[config.mk]
export PLATFORM = sky130hd
export DESIGN_NAME = shadow_dump_sequencer_flat
export DESIGN_NICKNAME = d
export VERILOG_FILES = /design/src/rtl/shadow_dump_sequencer_if.sv /design/src/rtl/shadow_dump_sequencer.sv /design/src/flat_wrapper.sv
export SDC_FILE = /design/constraint.sdc
export NUM_CORES = 1
export LEC_CHECK = 0
export CORE_MARGIN = 8
export CORE_UTILIZATION = 45
export CTS_BUF_LIST = sky130_fd_sc_hd__clkbuf_4 sky130_fd_sc_hd__clkbuf_8 sky130_fd_sc_hd__clkbuf_16
export DETAILED_ROUTE_END_ITERATION = 8
export DONT_BUFFER_PORTS = 1
export GPL_TIMING_DRIVEN = 0
export HOLD_SLACK_MARGIN = 0.1
export PLACE_DENSITY_LB_ADDON = 0.05
export SETUP_SLACK_MARGIN = 0.1
export SLEW_MARGIN = 40
export SYNTH_ARGS = -nofsm -noshare
export SYNTH_HDL_FRONTEND = slang
export SYNTH_SLANG_ARGS = --single-unit
[constraint.sdc]
create_clock -name sh_clk -period 1.95 [get_ports sh_clk]
set_input_delay 0.39 -clock sh_clk [delete_from_list [all_inputs] [get_ports sh_clk]]
set_output_delay 0.39 -clock sh_clk [all_outputs]
set_load 0.02 [all_outputs]
[src/rtl/shadow_dump_sequencer_if.sv]
// shadow_dump_sequencer_if
//   Bundles the trigger, chain-group and serial-dump signals of the shadow
//   dump sequencer.
//   Modports:
//     master - the sequencer. It takes in trig, chain_mask and the per-chain
//              ch_out/ch_out_vld/ch_out_done, and drives c_en, dump_en, dout,
//              dout_vld, dout_chain, busy, round_done and err_timeout.
//     slave  - the debug controller plus the chain groups (the opposite
//              directions).
//   Parameter NUM_CHAINS sets the per-chain vector widths; CW is the chain-id
//   width.
interface shadow_dump_sequencer_if #(
    parameter int NUM_CHAINS = 4
) ();
    localparam int CW = (NUM_CHAINS > 1) ? $clog2(NUM_CHAINS) : 1;

    logic                  trig;
    logic [NUM_CHAINS-1:0] chain_mask;
    logic                  c_en;
    logic [NUM_CHAINS-1:0] dump_en;
    logic [NUM_CHAINS-1:0] ch_out;
    logic [NUM_CHAINS-1:0] ch_out_vld;
    logic [NUM_CHAINS-1:0] ch_out_done;
    logic                  dout;
    logic                  dout_vld;
    logic [CW-1:0]         dout_chain;
    logic                  busy;
    logic                  round_done;
    logic                  err_timeout;

    modport master (
        input  trig, chain_mask, ch_out, ch_out_vld, ch_out_done,
        output c_en, dump_en, dout, dout_vld, dout_chain, busy, round_done, err_timeout
    );

    modport slave (
        output trig, chain_mask, ch_out, ch_out_vld, ch_out_done,
        input  c_en, dump_en, dout, dout_vld, dout_chain, busy, round_done, err_timeout
    );
endinterface

[src/rtl/shadow_dump_sequencer.sv]
// shadow_dump_sequencer
//   Runs capture-freeze-dump rounds over NUM_CHAINS shadow chain groups that
//   share one serial port. While idle, capture stays enabled. A trigger
//   freezes every chain. The selected chains are then granted one at a time,
//   lowest index first. The granted chain's serial bits are forwarded, tagged
//   with its id. Every output is registered.
//   Ports:
//     sh_clk, sh_rst_n - clock, asynchronous active-low reset
//     bus (master)     - trig/chain_mask in, c_en/dump_en out, per-chain
//                        ch_out/ch_out_vld/ch_out_done in, dout/dout_vld/
//                        dout_chain out, busy/round_done/err_timeout out
//   Optional feature: define SHADOW_DUMP_TIMEOUT_EN to build a per-chain
//   watchdog (parameter TIMEOUT). When it is left undefined, err_timeout is
//   tied to 0.
//
//   state    | meaning
//   ---------+-------------------------------------------------------------
//   S_IDLE   | capture enabled, waiting for trig
//   S_FREEZE | capture dropped, letting chains settle for FREEZE_CYC cycles
//   S_SELECT | pick lowest pending chain and grant it, or finish the round
//   S_DUMP   | forward granted chain's bits until it reports done
//   S_FINISH | pulse round_done, re-enable capture
module shadow_dump_sequencer #(
    parameter int NUM_CHAINS = 4,
    parameter int FREEZE_CYC = 2
`ifdef SHADOW_DUMP_TIMEOUT_EN
    ,
    parameter int TIMEOUT    = 1024
`endif
) (
    input  logic                   sh_clk,
    input  logic                   sh_rst_n,
    shadow_dump_sequencer_if.master bus
);
    localparam int CW = (NUM_CHAINS > 1) ? $clog2(NUM_CHAINS) : 1;

    typedef enum logic [2:0] {
        S_IDLE   = 3'd0,
        S_FREEZE = 3'd1,
        S_SELECT = 3'd2,
        S_DUMP   = 3'd3,
        S_FINISH = 3'd4
    } state_t;

    state_t                state_q, state_d;
    logic [3:0]            frz_q, frz_d;
    logic [NUM_CHAINS-1:0] pending_q, pending_d;
    logic [CW-1:0]         sel_q, sel_d;
    logic [NUM_CHAINS-1:0] dump_en_q, dump_en_d;
    logic                  c_en_q, c_en_d;
    logic                  busy_q, busy_d;
    logic                  round_done_q, round_done_d;
    logic                  dout_q, dout_d;
    logic                  dout_vld_q, dout_vld_d;
    logic [CW-1:0]         dout_chain_q, dout_chain_d;
    logic [CW-1:0]         low_idx;

`ifdef SHADOW_DUMP_TIMEOUT_EN
    localparam int WW = (TIMEOUT > 2) ? $clog2(TIMEOUT) : 1;
    // Reloading to TIMEOUT-2 and firing on terminal count 0 makes err land
    // exactly TIMEOUT cycles after the last valid bit.
    localparam logic [WW-1:0] WD_RELOAD = WW'(TIMEOUT - 2);
    logic [WW-1:0] wd_q, wd_d;
    logic          err_q, err_d;
`endif

    // Lowest set bit of pending: scanning downward leaves the smallest index.
    always_comb begin
        low_idx = '0;
        for (int i = NUM_CHAINS - 1; i >= 0; i--) begin
            if (pending_q[i]) low_idx = CW'(i);
        end
    end

    always_comb begin
        state_d      = state_q;
        frz_d        = frz_q;
        pending_d    = pending_q;
        sel_d        = sel_q;
        dump_en_d    = dump_en_q;
        c_en_d       = c_en_q;
        busy_d       = busy_q;
        round_done_d = 1'b0;
        dout_d       = dout_q;
        dout_vld_d   = 1'b0;
        dout_chain_d = dout_chain_q;
`ifdef SHADOW_DUMP_TIMEOUT_EN
        wd_d         = wd_q;
        err_d        = err_q;
`endif
        case (state_q)
            S_IDLE: begin
                c_en_d = 1'b1;
                busy_d = 1'b0;
                if (bus.trig) begin
                    pending_d = bus.chain_mask;
                    c_en_d    = 1'b0;
                    busy_d    = 1'b1;
                    frz_d     = 4'(FREEZE_CYC - 1);
                    state_d   = S_FREEZE;
                end
            end
            S_FREEZE: begin
                if (frz_q == 4'd0) state_d = S_SELECT;
                else               frz_d   = frz_q - 4'd1;
            end
            S_SELECT: begin
                sel_d = low_idx;
                if (pending_q == '0) begin
                    state_d = S_FINISH;
                end else begin
                    dump_en_d = NUM_CHAINS'(1) << low_idx;
                    state_d   = S_DUMP;
`ifdef SHADOW_DUMP_TIMEOUT_EN
                    wd_d      = WD_RELOAD;
`endif
                end
            end
            S_DUMP: begin
                dout_d       = bus.ch_out[sel_q];
                dout_vld_d   = bus.ch_out_vld[sel_q];
                dout_chain_d = sel_q;
                if (bus.ch_out_done[sel_q]) begin
                    pending_d[sel_q] = 1'b0;
                    dump_en_d        = '0;
                    state_d          = S_SELECT;
                end
`ifdef SHADOW_DUMP_TIMEOUT_EN
                else if (bus.ch_out_vld[sel_q]) begin
                    wd_d = WD_RELOAD;
                end else if (wd_q == '0) begin
                    err_d            = 1'b1;
                    pending_d[sel_q] = 1'b0;
                    dump_en_d        = '0;
                    state_d          = S_SELECT;
                end else begin
                    wd_d = wd_q - 1'b1;
                end
`endif
            end
            S_FINISH: begin
                round_done_d = 1'b1;
                c_en_d       = 1'b1;
                busy_d       = 1'b0;
                state_d      = S_IDLE;
            end
            default: state_d = S_IDLE;
        endcase
    end

    always_ff @(posedge sh_clk or negedge sh_rst_n) begin
        if (!sh_rst_n) begin
            state_q      <= S_IDLE;
            frz_q        <= '0;
            pending_q    <= '0;
            sel_q        <= '0;
            dump_en_q    <= '0;
            c_en_q       <= 1'b0;
            busy_q       <= 1'b0;
            round_done_q <= 1'b0;
            dout_q       <= 1'b0;
            dout_vld_q   <= 1'b0;
            dout_chain_q <= '0;
`ifdef SHADOW_DUMP_TIMEOUT_EN
            wd_q         <= '0;
            err_q        <= 1'b0;
`endif
        end else begin
            state_q      <= state_d;
            frz_q        <= frz_d;
            pending_q    <= pending_d;
            sel_q        <= sel_d;
            dump_en_q    <= dump_en_d;
            c_en_q       <= c_en_d;
            busy_q       <= busy_d;
            round_done_q <= round_done_d;
            dout_q       <= dout_d;
            dout_vld_q   <= dout_vld_d;
            dout_chain_q <= dout_chain_d;
`ifdef SHADOW_DUMP_TIMEOUT_EN
            wd_q         <= wd_d;
            err_q        <= err_d;
`endif
        end
    end

    assign bus.c_en       = c_en_q;
    assign bus.dump_en    = dump_en_q;
    assign bus.dout       = dout_q;
    assign bus.dout_vld   = dout_vld_q;
    assign bus.dout_chain = dout_chain_q;
    assign bus.busy       = busy_q;
    assign bus.round_done = round_done_q;
`ifdef SHADOW_DUMP_TIMEOUT_EN
    assign bus.err_timeout = err_q;
`else
    assign bus.err_timeout = 1'b0;
`endif
endmodule

[src/flat_wrapper.sv]
// flat-port wrapper written by rule: the top's interface ports become plain ports
module shadow_dump_sequencer_flat 
#(
    parameter int NUM_CHAINS = 4,
    parameter int FREEZE_CYC = 2

)
  (sh_clk, sh_rst_n, bus_trig, bus_chain_mask, bus_ch_out, bus_ch_out_vld, bus_ch_out_done, bus_c_en, bus_dump_en, bus_dout, bus_dout_vld, bus_dout_chain, bus_busy, bus_round_done, bus_err_timeout);
  shadow_dump_sequencer_if #(.NUM_CHAINS(NUM_CHAINS)) bus_i ();
  input  logic sh_clk;
  input  logic sh_rst_n;
  input wire logic [$bits(bus_i.trig)-1:0] bus_trig;
  input wire logic [$bits(bus_i.chain_mask)-1:0] bus_chain_mask;
  input wire logic [$bits(bus_i.ch_out)-1:0] bus_ch_out;
  input wire logic [$bits(bus_i.ch_out_vld)-1:0] bus_ch_out_vld;
  input wire logic [$bits(bus_i.ch_out_done)-1:0] bus_ch_out_done;
  output wire logic [$bits(bus_i.c_en)-1:0] bus_c_en;
  output wire logic [$bits(bus_i.dump_en)-1:0] bus_dump_en;
  output wire logic [$bits(bus_i.dout)-1:0] bus_dout;
  output wire logic [$bits(bus_i.dout_vld)-1:0] bus_dout_vld;
  output wire logic [$bits(bus_i.dout_chain)-1:0] bus_dout_chain;
  output wire logic [$bits(bus_i.busy)-1:0] bus_busy;
  output wire logic [$bits(bus_i.round_done)-1:0] bus_round_done;
  output wire logic [$bits(bus_i.err_timeout)-1:0] bus_err_timeout;
  assign bus_i.trig = bus_trig;
  assign bus_i.chain_mask = bus_chain_mask;
  assign bus_i.ch_out = bus_ch_out;
  assign bus_i.ch_out_vld = bus_ch_out_vld;
  assign bus_i.ch_out_done = bus_ch_out_done;
  assign bus_c_en = bus_i.c_en;
  assign bus_dump_en = bus_i.dump_en;
  assign bus_dout = bus_i.dout;
  assign bus_dout_vld = bus_i.dout_vld;
  assign bus_dout_chain = bus_i.dout_chain;
  assign bus_busy = bus_i.busy;
  assign bus_round_done = bus_i.round_done;
  assign bus_err_timeout = bus_i.err_timeout;
  shadow_dump_sequencer #(.NUM_CHAINS(NUM_CHAINS), .FREEZE_CYC(FREEZE_CYC)) u_core (.sh_clk(sh_clk), .sh_rst_n(sh_rst_n), .bus(bus_i));
endmodule
==> results.toml, run 1 <==
[synthesis]
syn_area_per_cell_um2 = 11.8
syn-cell-area_um2 = 1280
synthArstFlopShare = 1.00
synth-seq-cells = 24
ys_types = 48
synth_flop_cell = "dfrtp_1"
ys_seq_area_frac = 0.468
synth_edf_count = 0
syn-num-nets = 130
synth_cells = 109
yosysWarnings = 0

[drt]
drc = 0
num_vias = 927
firstDrtPassIters = 4
viasPerCell = 6.35
ant_nets = 0
drt-initial-drc-count = 72
post_drt_wl_per_cell_um = 19.3
routed_wirelength_um = 2810

[timing]
final.setup.tns_ps = 0
rsz0062_at_grt = "false"
worst_clock_skew_ps = 5.32
period_minus_slack_ps = 1570
timing.fmax_mhz = 638
slew_violations = 0
hold_violations = 0
fin_crit_sh = 0.804
setup_viol = 0

[cts]
ctsResizeCount = 0
root_buffer = "clkbuf_4"
cts_htree_levels = 1
hold_buffers = 2
clk_latency_ps = 320
cts_setup_buffers = 0
clock_sinks = 24
cts.path.max_buffers = 2
cts_tree = "yes"
clkSlewWorstSetupHoldPaths_ps = 140
cts_buffers = 3

[run_status]
outcome = "finished clean"

[critical_path]
worst_setup_path_end_kind = "register"
critPathKind = "reg -> reg"
critPathLaunchType = "register"
arrival_ps = 1790
required_ps = 2170
critPathMaxFanout = 5

[global_routing]
antenna_found_initial = 0
track_usage = 0.119
grt_pass1_vias = 992
grt-ovfl-total = 0
grt_start_max_net_pins = 25
grt_pass1_wl_um = 4890

[final_layout]
syn2layout_area_growth_pct = 8.20
drive_above_1_share = 0.209
final_cell_area_um2 = 1390
multiInputGateArea_um2 = 626
diodes = 0
fin_nets = 137
ff_latch_area_um2 = 601
fillers = 246

[pwr]
ir_drop_mv = 0.831
p_per_area_nw_per_um2 = 1660
leakage_nw = 0.643

[floorplan]
coreArea_um2 = 2730
initial_core_util = 0.469
ios = 31
rows = 19
dieArea_um2 = 4810
die_h_um = 69.4
die_x_um = 69.4

[placed_design]
gp_congestion = 0.757
hpwl_um = 2110
placed_area_um2 = 1320
port_buffers = 0

[run]
max_cap_viol_count = 0

[worst_hold_path]
hp-class = "in -> reg"
[where the power goes]
group,leakage (nW),total [mW],switching [mW],internal [mW]
Combinational,0.316,1.01,0.504,0.503
Clock,0.0210,0.268,0.154,0.114
Sequential,0.306,1.02,0.325,0.697
[synthesized netlist by cell type (all sizes together), types with 3 or more instances]
cell type  count  area [µm²]
mux4           3        71.3
mux2i          3        30.0
a221o          4        40.0
nand2          8        32.5
dfrtp         24         601
inv            5        18.8
a22o           4        35.0
buf            5        33.8
o21ai          5        28.8
and2           4        25.0
nor3           3        20.0
nor2           5        18.8
[cell usage in the layout (no fill, tap or decap), types with 4 or more instances in the layout]
cell type and n:
dfrtp_1 24, nand2_1 7, nor2_1 5, inv_1 5, and2_1 4, a22o_1 4, a221o_1 4
[state kept, by name, summed over array words and instances, names as in the netlist]
signal,flops
u_core.sel_q,2
u_core.bus.dump_en,4
u_core.state_q,3
u_core.bus.c_en,1
u_core.bus.round_done,1
u_core.bus.dout_chain,2
u_core.bus.dout,1
u_core.bus.dout_vld,1
u_core.bus.busy,1
u_core.frz_q,4
u_core.pending_q,4
[per-layer routing]
metal  GRT usage  up-vias  part of all wire
met1       0.145      468              0.42
met4      0.0342        0             0.017
met2       0.190       31              0.48
met5           0        -                 0
met3      0.0458        6             0.083
li1            -      422                 -
[layout make-up]
class                           count  area share
Clock buffer                        4      0.0261
Inverter                            5      0.0135
Tap cell                           31      0.0280
Sequential cell                    24       0.433
Buffer                              6      0.0271
Timing Repair Buffer                2      0.0216
Multi-Input combinational cell     74       0.451
[worst max-delay path: stages (launching register included)]
cell and delay [ps]:
dfrtp_1 430, inv_1 110, ha_1 180, nor3b_2 360
o22ai_1 150, a22o_1 240
[logic make-up after synthesis]
| kind of cell | after synthesis | synth area share |
|---|---|---|
| and+or+nand+nor | 37 | 0.190 |
| muxes | 8 | 0.0966 |
| adders and majority gates | 2 | 0.0195 |
| buffers and inverters | 11 | 0.0439 |
| DFF | 24 | 0.468 |
| other | 1 | 0.00292 |
| AOI/OAI and AO/OA | 26 | 0.179 |
[metrics by stage]
| stage | hold WS, ps | cells | utilization | total power [mW] | setup slack (ps) |
|---|---|---|---|---|---|
| global route | 201 | 146 | 0.508 | 2.50 | 269 |
| detailed placement | 95.6 | 140 | 0.483 | 2.04 | 406 |
| floorplan | 94.4 | 109 | - | 1.80 | 516 |
| finish | 207 | 146 | 0.508 | 2.30 | 382 |
| CTS | 204 | 146 | 0.508 | 2.32 | 384 |
| global placement | 95.3 | 140 | 0.483 | 2.00 | 400 |
[final timing paths]
kind | start | slack [ps] | end | depth (start not counted)
worst max-delay path | u_core.frz_q[0] | 380 | u_core.frz_q[2] | 5
worst min-delay path | bus_chain_mask[2] | 210 | u_core.pending_q[2] | 1
worst max register to register | u_core.frz_q[0] | 380 | u_core.frz_q[2] | 5
worst min register to register | u_core.frz_q[3] | 580 | u_core.frz_q[3] | 1
max in group asynchronous | sh_rst_n | 1320 | u_core.bus.dout_chain[0] | 2
min in group asynchronous | sh_rst_n | 490 | u_core.frz_q[2] | 2
Power figures use the tool's default switching activity.
==> inputs of run 2 (changes only) <==
- clock period: 1.95 -> 1.5 ns (I/O delays scaled with it)
==> results.toml, run 2 (synthesized netlist as in run 1, its figures left out) <==
[cts]
clk_latency_ps = 310
cts_buffers = 3
clkSlewWorstSetupHoldPaths_ps = 120
clock_sinks = 24
root_buffer = "clkbuf_4"
cts_tree = "yes"
cts_htree_levels = 1
cts.path.max_buffers = 2

[global_routing]
track_usage = 0.117
grt_start_max_net_pins = 25
grt-ovfl-total = 0
antenna_found_initial = 0
grt_pass1_wl_um = 4710
grt_pass1_vias = 934

[floorplan]
die_x_um = 69.4
initial_core_util = 0.469
coreArea_um2 = 2730
dieArea_um2 = 4810
die_h_um = 69.4
rows = 19
ios = 31

[final_layout]
syn2layout_area_growth_pct = 21.0
diodes = 0
fin_nets = 148
drive_above_1_share = 0.392
layout_common_cells = "dfrtp_1, buf_4, buf_6, nor2_1, nand2_1"
final_common_cell = "dfrtp_1"

[critical_path]
critPathMaxFanout = 7
path_buf_inv = 1
critPathKind = "reg -> reg"
cp_slowest_cell = "dfrtp_2"
worstReg2RegStart = "u_core.state_q[2]"
worst_setup_path_end_kind = "register"
required_ps = 1700
worstPathCellList = "buf_6, or2b_1, o311a_1, a221o_1"
regToRegSetupSlack_ps = 10
critPathLaunchType = "register"
worstReg2RegEnd = "u_core.pending_q[2]"
slowest_delay_ps = 460
crit_family = "compound AO/OA/AOI/OAI gates"
arrival_ps = 1690
rr_worst_depth = 4

[pwr]
leakage_nw = 0.707
ir_drop_mv = 1.22
p_total_mw = 3.30
p_per_area_nw_per_um2 = 2130

[drt]
num_vias = 936
ant_nets = 0
post_drt_wl_per_cell_um = 18.6
routed_wirelength_um = 2900
firstDrtPassIters = 4
drc = 0
viasPerCell = 6.00
drt-initial-drc-count = 33

[placed_design]
hpwl_um = 2050
gp_congestion = 0.757
dp_worst_setup_slack_ps = -46.7
port_buffers = 0

[timing]
rsz0062_at_grt = "true"
finalWorstSetupSlack_ps = 12.1
setup_viol = 0
worst_clock_skew_ps = 6.93
hold_violations = 0
slew_violations = 0
timing.fmax_mhz = 672
fin_crit_sh = 0.992
period_minus_slack_ps = 1490

[run]
max_cap_viol_count = 0

[worst_hold_path]
hp-class = "in -> reg"
hold_depth = 1
holdPathEnd = "u_core.pending_q[2]"
hp-start = "bus_chain_mask[2]"

[run_status]
outcome = "finished clean"
## run 2: metrics by stage
stage	hold WS, ps	instances	setup TNS, ps	utilization	instance area, µm²
after floorplan	4.41	109	0	-	1290
after global placement	5.27	140	-44.8	0.486	1330
after detailed placement	5.35	140	-122	0.486	1330
after CTS	119	153	0	0.545	1490
after global routing	103	156	-149	0.568	1550
final	129	156	0	0.568	1550
## run 2: metal layers
metal	vias to the layer above	global-route usage	wire length, µm
li1	443	-	-
met1	466	0.146	1230
met2	25	0.190	1450
met3	2	0.0343	194
met4	0	0.0342	21
met5	-	0	0
## run 2: what timing repair did
action	4_1_cts	5_1_grt
pin swaps	5	9
gates resized for setup	12	15
hold buffers	2	0
buffers inserted	8	3
endpoints found under the hold margin	24	0
setup endpoints to repair	16	19
## run 2: report_power, final
part           total, mW  switching, mW  leakage (nW)  internal [mW]
combinational       1.70          0.808         0.391          0.891
sequential          1.32          0.407         0.301          0.912
clock              0.283          0.189        0.0138         0.0937
total               3.30           1.40         0.707           1.90
## run 2: final cells by class
class / count / area [µm²]
fill: 231 / 1180
multi-input combinational: 74 / 693
sequential: 24 / 604
timing repair buffer: 13 / 124
buffer: 6 / 50.0
tap: 31 / 38.8
clock buffer: 3 / 22.5
inverter: 5 / 18.8
## run 2: how the worst max path moves through the flow
stage,from,end,slack [ps],cells after the start
final,u_core.state_q[2],u_core.pending_q[2],10,4
after global routing,u_core.state_q[2],u_core.pending_q[2],-40,4
after CTS,u_core.sel_q[0],u_core.pending_q[1],9,4
after detailed placement,u_core.frz_q[0],u_core.frz_q[2],-50,5
after global placement,u_core.frz_q[0],u_core.frz_q[2],-30,5
after floorplan,u_core.state_q[2],u_core.pending_q[0],90,4
## run 2: worst reg2reg max path: stages, from the launching register on
cell and delay, ps:
dfrtp_2 460, buf_6 140, or2b_1 240, o311a_1 300
a221o_1 250
==> inputs of run 3 (changes only) <==
- CORE_MARGIN: 8 -> not set
- SETUP_SLACK_MARGIN: 0.1 -> not set
==> results.toml, run 3 (synthesized netlist as in run 1, its figures left out) <==
[cts]
clkSlewWorstSetupHoldPaths_ps = 130
cts_htree_levels = 1
clk_latency_ps = 320
cts_buffers = 3
cts.path.max_buffers = 2
clock_sinks = 24
root_buffer = "clkbuf_4"
cts_tree = "yes"

[run]
max_cap_viol_count = 0

[placed_design]
gp_congestion = 0.726
hpwl_um = 1810
port_buffers = 0
placed_area_um2 = 1320
dp_cells = 139

[global_routing]
grt_start_max_net_pins = 25
antenna_found_initial = 0
track_usage = 0.185
grt_pass1_wl_um = 4380
grt-ovfl-total = 0
grt_pass1_vias = 953

[critical_path]
rr_worst_depth = 4
worstReg2RegStart = "u_core.state_q[2]"
critPathKind = "reg -> reg"
worst_setup_path_end_kind = "register"
arrival_ps = 1720
required_ps = 1720
critPathMaxFanout = 6
critPathLaunchType = "register"
regToRegSetupSlack_ps = -6
worstReg2RegEnd = "u_core.pending_q[0]"

[timing]
timing.fmax_mhz = 664
slew_violations = 0
finalWorstSetupSlack_ps = -6.02
hold_violations = 0
setup_viol = 1
rsz0062_at_grt = "true"
period_minus_slack_ps = 1510
fin_crit_sh = 1.00
worst_clock_skew_ps = 4.24

[floorplan]
die_x_um = 55.4
die_h_um = 55.4
ios = 31
coreArea_um2 = 2590
dieArea_um2 = 3070
rows = 18
initial_core_util = 0.495

[pwr]
leakage_nw = 0.700
ir_drop_mv = 1.15
p_total_mw = 3.26
p_per_area_nw_per_um2 = 2140

[drt]
routed_wirelength_um = 2620
drt-initial-drc-count = 27
firstDrtPassIters = 4
drc = 0
ant_nets = 0
post_drt_wl_per_cell_um = 17.0
num_vias = 943
viasPerCell = 6.12

[final_layout]
final_cell_count_no_fill = 154
syn2layout_area_growth_pct = 18.5
final_cell_area_um2 = 1520
diodes = 0
layout_common_cells = "dfrtp_1, buf_4, nand2_1"
drive_above_1_share = 0.363
final_common_cell = "dfrtp_1"
fin_nets = 146

[run_status]
outcome = "finished, violations left"
violations = "negative setup slack"

[worst_hold_path]
holdPathEnd = "u_core.pending_q[0]"
hp-class = "in -> reg"
hp-start = "bus_chain_mask[0]"
hold_depth = 1
-- run 3: metrics by stage --
step	setup TNS, ps	worst slack [ps]	utilization	hold WS (ps)
3_5_place_dp	-293	-68.8	0.510	5.02
2_1_floorplan	0	66.2	-	4.41
3_3_place_gp	-171	-38.3	0.510	4.99
4_1_cts	-4.27	-3.14	0.563	107
5_1_grt	-184	-65.5	0.587	106
6_report	-6.02	-6.02	0.587	121
-- run 3: how the worst max path moves through the flow --
stage | cells past startpoint | slack, ps | start | end
4_1_cts | 4 | -3 | u_core.state_q[2] | u_core.pending_q[0]
5_1_grt | 4 | -70 | u_core.state_q[2] | u_core.pending_q[0]
3_5_place_dp | 5 | -70 | u_core.frz_q[0] | u_core.frz_q[2]
2_1_floorplan | 4 | 70 | u_core.state_q[2] | u_core.pending_q[0]
3_3_place_gp | 4 | -40 | u_core.state_q[2] | u_core.pending_q[0]
6_report | 4 | -6 | u_core.state_q[2] | u_core.pending_q[0]
-- run 3: per-layer routing --
| metal | vias up | global-route usage | wire [µm] | part of all wire |
|---|---|---|---|---|
| met5 | - | 0 | 0 | 0 |
| met2 | 29 | 0.275 | 1160 | 0.44 |
| met1 | 460 | 0.261 | 1280 | 0.49 |
| met3 | 7 | 0.0422 | 129 | 0.049 |
| li1 | 447 | - | - | - |
| met4 | 0 | 0.0714 | 52 | 0.020 |
-- run 3: power breakdown --
part / switching [mW] / internal, mW
clock: 0.197 / 0.148
combinational: 0.746 / 0.833
sequential: 0.416 / 0.917
-- run 3: final cells by class --
class | count | area (µm²)
Fill cell | 227 | 1070
Multi-Input combinational cell | 74 | 674
Sequential cell | 24 | 606
Timing Repair Buffer | 12 | 109
Buffer | 5 | 38.8
Tap cell | 30 | 37.5
Clock buffer | 4 | 36.3
Inverter | 5 | 18.8
-- run 3: what timing repair did --
action / CTS / global route
setup endpoints to repair: 13 / 15
pin swaps: 1 / 5
setup buffers: 6 / 4
cloned: 0 / 0
endpoints found under the hold margin: 24 / 0
hold buffers: 2 / 0
gates resized for setup: 6 / 15
-- run 3: critical path, stage by stage, from the launching register on --
cell and delay [ps]:
dfrtp_1 450, buf_6 150, or2_4 250, o311a_1 300
a221o_1 260
